$ cat src/rtl/fifo_pkg.sv
// fifo_pkg: shared sizing helpers and parameter legality checks for the synchronous FIFO
package fifo_pkg;
  function automatic int clog2(input int v);
    int r;
    r = 0;
    while ((1 << r) < v) r++;
    return r;
  endfunction
  function automatic int cnt_w(input int aw);
    return aw + 1;
  endfunction
  function automatic bit thresh_ok(input int af, input int ae, input int depth);
    return (af >= 1) && (af <= depth) && (ae >= 0) && (ae <= depth - 1);
  endfunction
endpackage

$ cat src/rtl/fifo_regfile.sv
// fifo_regfile: DATA_WIDTH x DEPTH storage, synchronous write, asynchronous read
module fifo_regfile
  import fifo_pkg::*;
#(
  parameter int DATA_WIDTH = 8,
  parameter int DEPTH = 16,
  localparam int AW = (DEPTH > 1) ? clog2(DEPTH) : 1
) (
  input  logic                  clk,
  input  logic                  we,
  input  logic [AW-1:0]         waddr,
  input  logic [DATA_WIDTH-1:0] wdata,
  input  logic [AW-1:0]         raddr,
  output logic [DATA_WIDTH-1:0] rdata
);
  logic [DATA_WIDTH-1:0] mem [DEPTH];
  always_ff @(posedge clk)
    if (we) mem[waddr] <= wdata;
  assign rdata = mem[raddr];
endmodule

$ cat src/rtl/fifo_sync_param.sv
// fifo_sync_param: parametrised single-clock FIFO with count, thresholds, error pulses,
// synchronous flush and selectable standard / first-word-fall-through read
module fifo_sync_param
  import fifo_pkg::*;
#(
  parameter int DATA_WIDTH = 8,
  parameter int ADDR_WIDTH = 4,
  parameter int AF_THRESH = (1 << ADDR_WIDTH) - 1,
  parameter int AE_THRESH = 1,
  parameter int FWFT = 0
) (
  input  logic                  clk,
  input  logic                  reset,
  input  logic                  clr,
  input  logic                  wr,
  input  logic [DATA_WIDTH-1:0] w_data,
  output logic                  full,
  output logic                  almost_full,
  input  logic                  rd,
  output logic [DATA_WIDTH-1:0] r_data,
  output logic                  empty,
  output logic                  almost_empty,
  output logic [ADDR_WIDTH:0]   count,
  output logic                  overflow,
  output logic                  underflow
);
  localparam int DEPTH = 1 << ADDR_WIDTH;
  localparam int CW = cnt_w(ADDR_WIDTH);
  localparam logic [CW-1:0] DEPTH_C = CW'(DEPTH);
  localparam logic [CW-1:0] AF_C = CW'(AF_THRESH);
  localparam logic [CW-1:0] AE_C = CW'(AE_THRESH);

  if (!thresh_ok(AF_THRESH, AE_THRESH, DEPTH)) begin : g_bad_thresh
    $fatal(1, "fifo_sync_param: AF_THRESH or AE_THRESH out of range");
  end

  logic [ADDR_WIDTH-1:0] wptr, rptr;
  logic [CW-1:0]         cnt_nxt;
  logic [DATA_WIDTH-1:0] rd_word, r_q;
  logic                  wr_acc, rd_acc;

  // Accepts judged on the registered flags, so a full FIFO never writes through.
  always_comb begin
    wr_acc = wr & ~full;
    rd_acc = rd & ~empty;
    cnt_nxt = clr ? '0 :
              (wr_acc && !rd_acc) ? count + 1'b1 :
              (rd_acc && !wr_acc) ? count - 1'b1 : count;
    r_data = (FWFT != 0) ? (empty ? '0 : rd_word) : r_q;
  end

  always_ff @(posedge clk or negedge reset)
    if (!reset) begin
      wptr <= '0;
      rptr <= '0;
      count <= '0;
      empty <= 1'b1;
      full <= 1'b0;
      almost_empty <= 1'b1;
      almost_full <= 1'b0;
      overflow <= 1'b0;
      underflow <= 1'b0;
      r_q <= '0;
    end else begin
      wptr <= clr ? '0 : wptr + ADDR_WIDTH'(wr_acc);
      rptr <= clr ? '0 : rptr + ADDR_WIDTH'(rd_acc);
      count <= cnt_nxt;
      empty <= cnt_nxt == '0;
      full <= cnt_nxt == DEPTH_C;
      almost_empty <= cnt_nxt <= AE_C;
      almost_full <= cnt_nxt >= AF_C;
      overflow <= ~clr & wr & full;
      underflow <= ~clr & rd & empty;
      if (!clr && rd_acc) r_q <= rd_word;
    end

  fifo_regfile #(.DATA_WIDTH(DATA_WIDTH), .DEPTH(DEPTH)) u_regfile (
    .clk   (clk),
    .we    (wr_acc & ~clr),
    .waddr (wptr),
    .wdata (w_data),
    .raddr (rptr),
    .rdata (rd_word)
  );
endmodule

$ cat config.mk
export PLATFORM = sky130hd
export DESIGN_NAME = fifo_sync_param
export DESIGN_NICKNAME = d
export VERILOG_FILES = /design/src/rtl/fifo_pkg.sv /design/src/rtl/fifo_regfile.sv /design/src/rtl/fifo_sync_param.sv
export SDC_FILE = /design/constraint.sdc
export NUM_CORES = 1
export LEC_CHECK = 0
export ABC_CLOCK_PERIOD_IN_PS = 5200
export BUFFER_PORTS_ARGS = -buffer_cell sky130_fd_sc_hd__buf_2
export CORE_MARGIN = 3
export CORE_UTILIZATION = 30
export CTS_CLUSTER_DIAMETER = 100
export DETAILED_ROUTE_END_ITERATION = 10
export HOLD_SLACK_MARGIN = 0.1
export SYNTH_ARGS = -nofsm -noshare
export SYNTH_HDL_FRONTEND = slang
export SYNTH_SLANG_ARGS = --single-unit
$ cat constraint.sdc
create_clock -name clk -period 5.2 [get_ports clk]
set_input_delay 0.52 -clock clk [delete_from_list [all_inputs] [get_ports clk]]
set_output_delay 0.52 -clock clk [all_outputs]
set_load 0.05 [all_outputs]
==> results.txt <==
status: completed
Setup Skew: 0.004802 ns
initial antenna violation count: 0
post-CTS setup repair buffer count: 0
I/O pin count: 32
n_diodes: 0
post-synthesis instance total: 326
mapped cell area: 6240 sq um
Worst Path Buf+Inv: 0
antenna-violating nets left: 0
clock-pin slew on the worst setup and hold paths: 0.06 ns
Total GRT Usage: 11.77%
Slew Limit Fails: 0
share of the synthesized area in the top cell type: 61.60%
vias in the first global route: 3256
final setup violation count: 0
Hold Slack: 0.1314 ns
fmax: 402.7 MHz
nets: 381
PostCTS Resize Cnt: 0
Syn-to-layout area delta: 15.22%
CTS Buffer Depth: 2
Port Buffers: 31
first-pass GRT wire length: 19370 um
top cells by area, synth: edfxtp_1 (62%), dfrtp_1 (10%), mux4_1 (6.7%)
Worst EP arrival: 2.78 ns
TritonCTS clock tree: done
total iterations of the first detailed-routing run: 5
Slew Limit Headroom: 30.43%
Mapped Nets: 345
largest net degree at the start of global routing: 35
most common cell after layout, fill and taps aside: edfxtp_1
TNS Setup: 0 ns
via count: 3152
Synth Area per Inst: 19.14 sq um
Slew @ Worst Pin: 1.044 ns
Final Hold Vio Count: 0
cell accounting for the most synthesized area: edfxtp_1
initial core utilization: 30.64%
clock sink count: 155
synth unique cells: 42
core area: 20360 sq um
Cells after DPL: 612
vias per cell: 4.887
CP Launch Type: flop
share of cells above drive strength 1: 25.60%
CP max-delay cell: dfrtp_2
CP Cell Sequence: mux4_1 -> mux2_2 -> a221o_1
DRC viols: 0
Setup crit end kind: flop
initial drt markers: 345
GP Congestion: 0.7800
PD cells: 451.2 nW/um^2
total power draw: 3.244 mW
DP HPWL: 8064 um
chip height: 150.2 um
DP Worst Slack: 2.316 ns
number of buffers created by CTS: 17
Tcrit/Tclk final: 47.75%
RSZ-0062 raised after global routing: no
Yosys warnings: 0
register area share after synthesis: 72.47%
Overflow after GRT: 0
peak supply drop: 0.0001945 V
CP required: 5.50 ns
Hold Crit Class: in2async
CP top delay family: flip-flops
FF+latch count, synth: 155
Static Leak: 2.424 nW
CP Max Fanout: 33
root buffer cell: clkbuf_16
commonest cells after routing, fill and taps aside: edfxtp_1 (128), buf_2 (32), nor2_1 (24)
number of H-tree levels: 4
Period minus WS final: 2.483 ns
clock latency on the worst-skew pair: 0.42 ns
die width: 150.2 um
total routed wirelength: 12540 um
# rows: 52
Final WS setup: 2.717 ns
Max Cap Viol: 0
CP max stage delay: 1.05 ns
CTS hold repair buffers: 0
average wire per standard cell: 19.43 um
Cell Count, Final, Fillers Out: 645
Worst Path Class, Setup: reg2reg
die area: 22570 sq um
[metrics by stage]
step	area (sq um)	utilization, %
floorplan	6240	-
global placement	6644	32.62
detailed placement	6644	32.62
CTS	7184	35.28
global route	7189	35.30
finish	7189	35.30
[final cells by class]
cell class              count  area, sq um
fillers                  1862        13180
multi-input cells         147         1582
clock inverters            10        76.32
clock buffers              22        464.2
flip-flops and latches    155         4524
repair buffers             35        182.7
well taps                 270        337.8
inverters                   6        22.52
[power by group]
group	leakage [nW]	switching [mW]	total [mW]	internal (mW)
clock	0.271	0.455	1.13	0.675
combinational	0.651	0.353	0.583	0.230
sequential	1.50	0.110	1.53	1.42
total	2.42	0.918	3.24	2.33
[worst paths after layout]
check	slack, ns	from	cells after the start	end
min	0.13	reset	1	count[2]
max reg2reg	2.72	rptr[0]	3	r_data[0]
max in group asynchronous	4.60	reset	1	rptr[0]
max	2.72	rptr[0]	3	r_data[0]
min reg2reg	0.50	empty	2	underflow
min in group clk	0.33	wr	3	overflow
[logic make-up after synthesis]
| kind of cell | Yosys count | share of synthesized area, % |
|---|---|---|
| multiplexers | 48 | 15.24 |
| AND/OR/NAND/NOR | 72 | 5.976 |
| adder cells (fa/ha/maj) | 6 | 1.203 |
| AO/OA/AOI/OAI | 15 | 2.086 |
| buffers and inverters | 24 | 2.186 |
| flip-flops | 155 | 72.47 |
| XOR/XNOR | 6 | 0.8422 |
[cell usage after synthesis]
cell type,number
edfxtp_1,128
dfrtp_1,25
nor2_1,24
nor3_1,19
mux4_1,16
mux4_2,16
a221o_1,8
mux2_2,8
mux2i_1,8
clkbuf_1,6
ha_1,6
nand2b_1,5
xnor2_1,5
buf_1,4
buf_2,4
inv_1,4
nand2_1,4
nand3_1,4
nor2b_1,4
buf_12,2
dfstp_2,2
inv_2,2
nand3b_1,2
nor4_1,2
a21oi_1,1
a221oi_1,1
a31oi_1,1
a41o_1,1
and3_1,1
and4_1,1
buf_6,1
clkbuf_2,1
nor3_2,1
nor3b_2,1
nor4b_1,1
o21a_1,1
o21ai_0,1
o21bai_1,1
or3_1,1
or3b_2,1
or4_1,1
xor2_1,1
[layer usage]
metal	vias up	global-route usage, %	share of wire (%)
met2	138	18.09	47
met5	-	0	0
li1	1389	-	-
met4	0	4.346	1.8
met1	1607	15.58	44
met3	18	3.974	7.7
[registers in the layout, indices dropped and copies added, names as in the netlist]
name           count
rptr               4
r_data             8
overflow           1
count              5
wptr               4
almost_full        1
full               1
underflow          1
u_regfile.mem    128
almost_empty       1
empty              1
[worst register-to-register path, delay by kind of cell, from the launching register on]
family         cells  cell delay [ns]
AO/OA/AOI/OAI      1             0.32
multiplexers       2             0.99
flip-flops         1             1.05
Note: power is estimated with default switching activity, not from simulation.
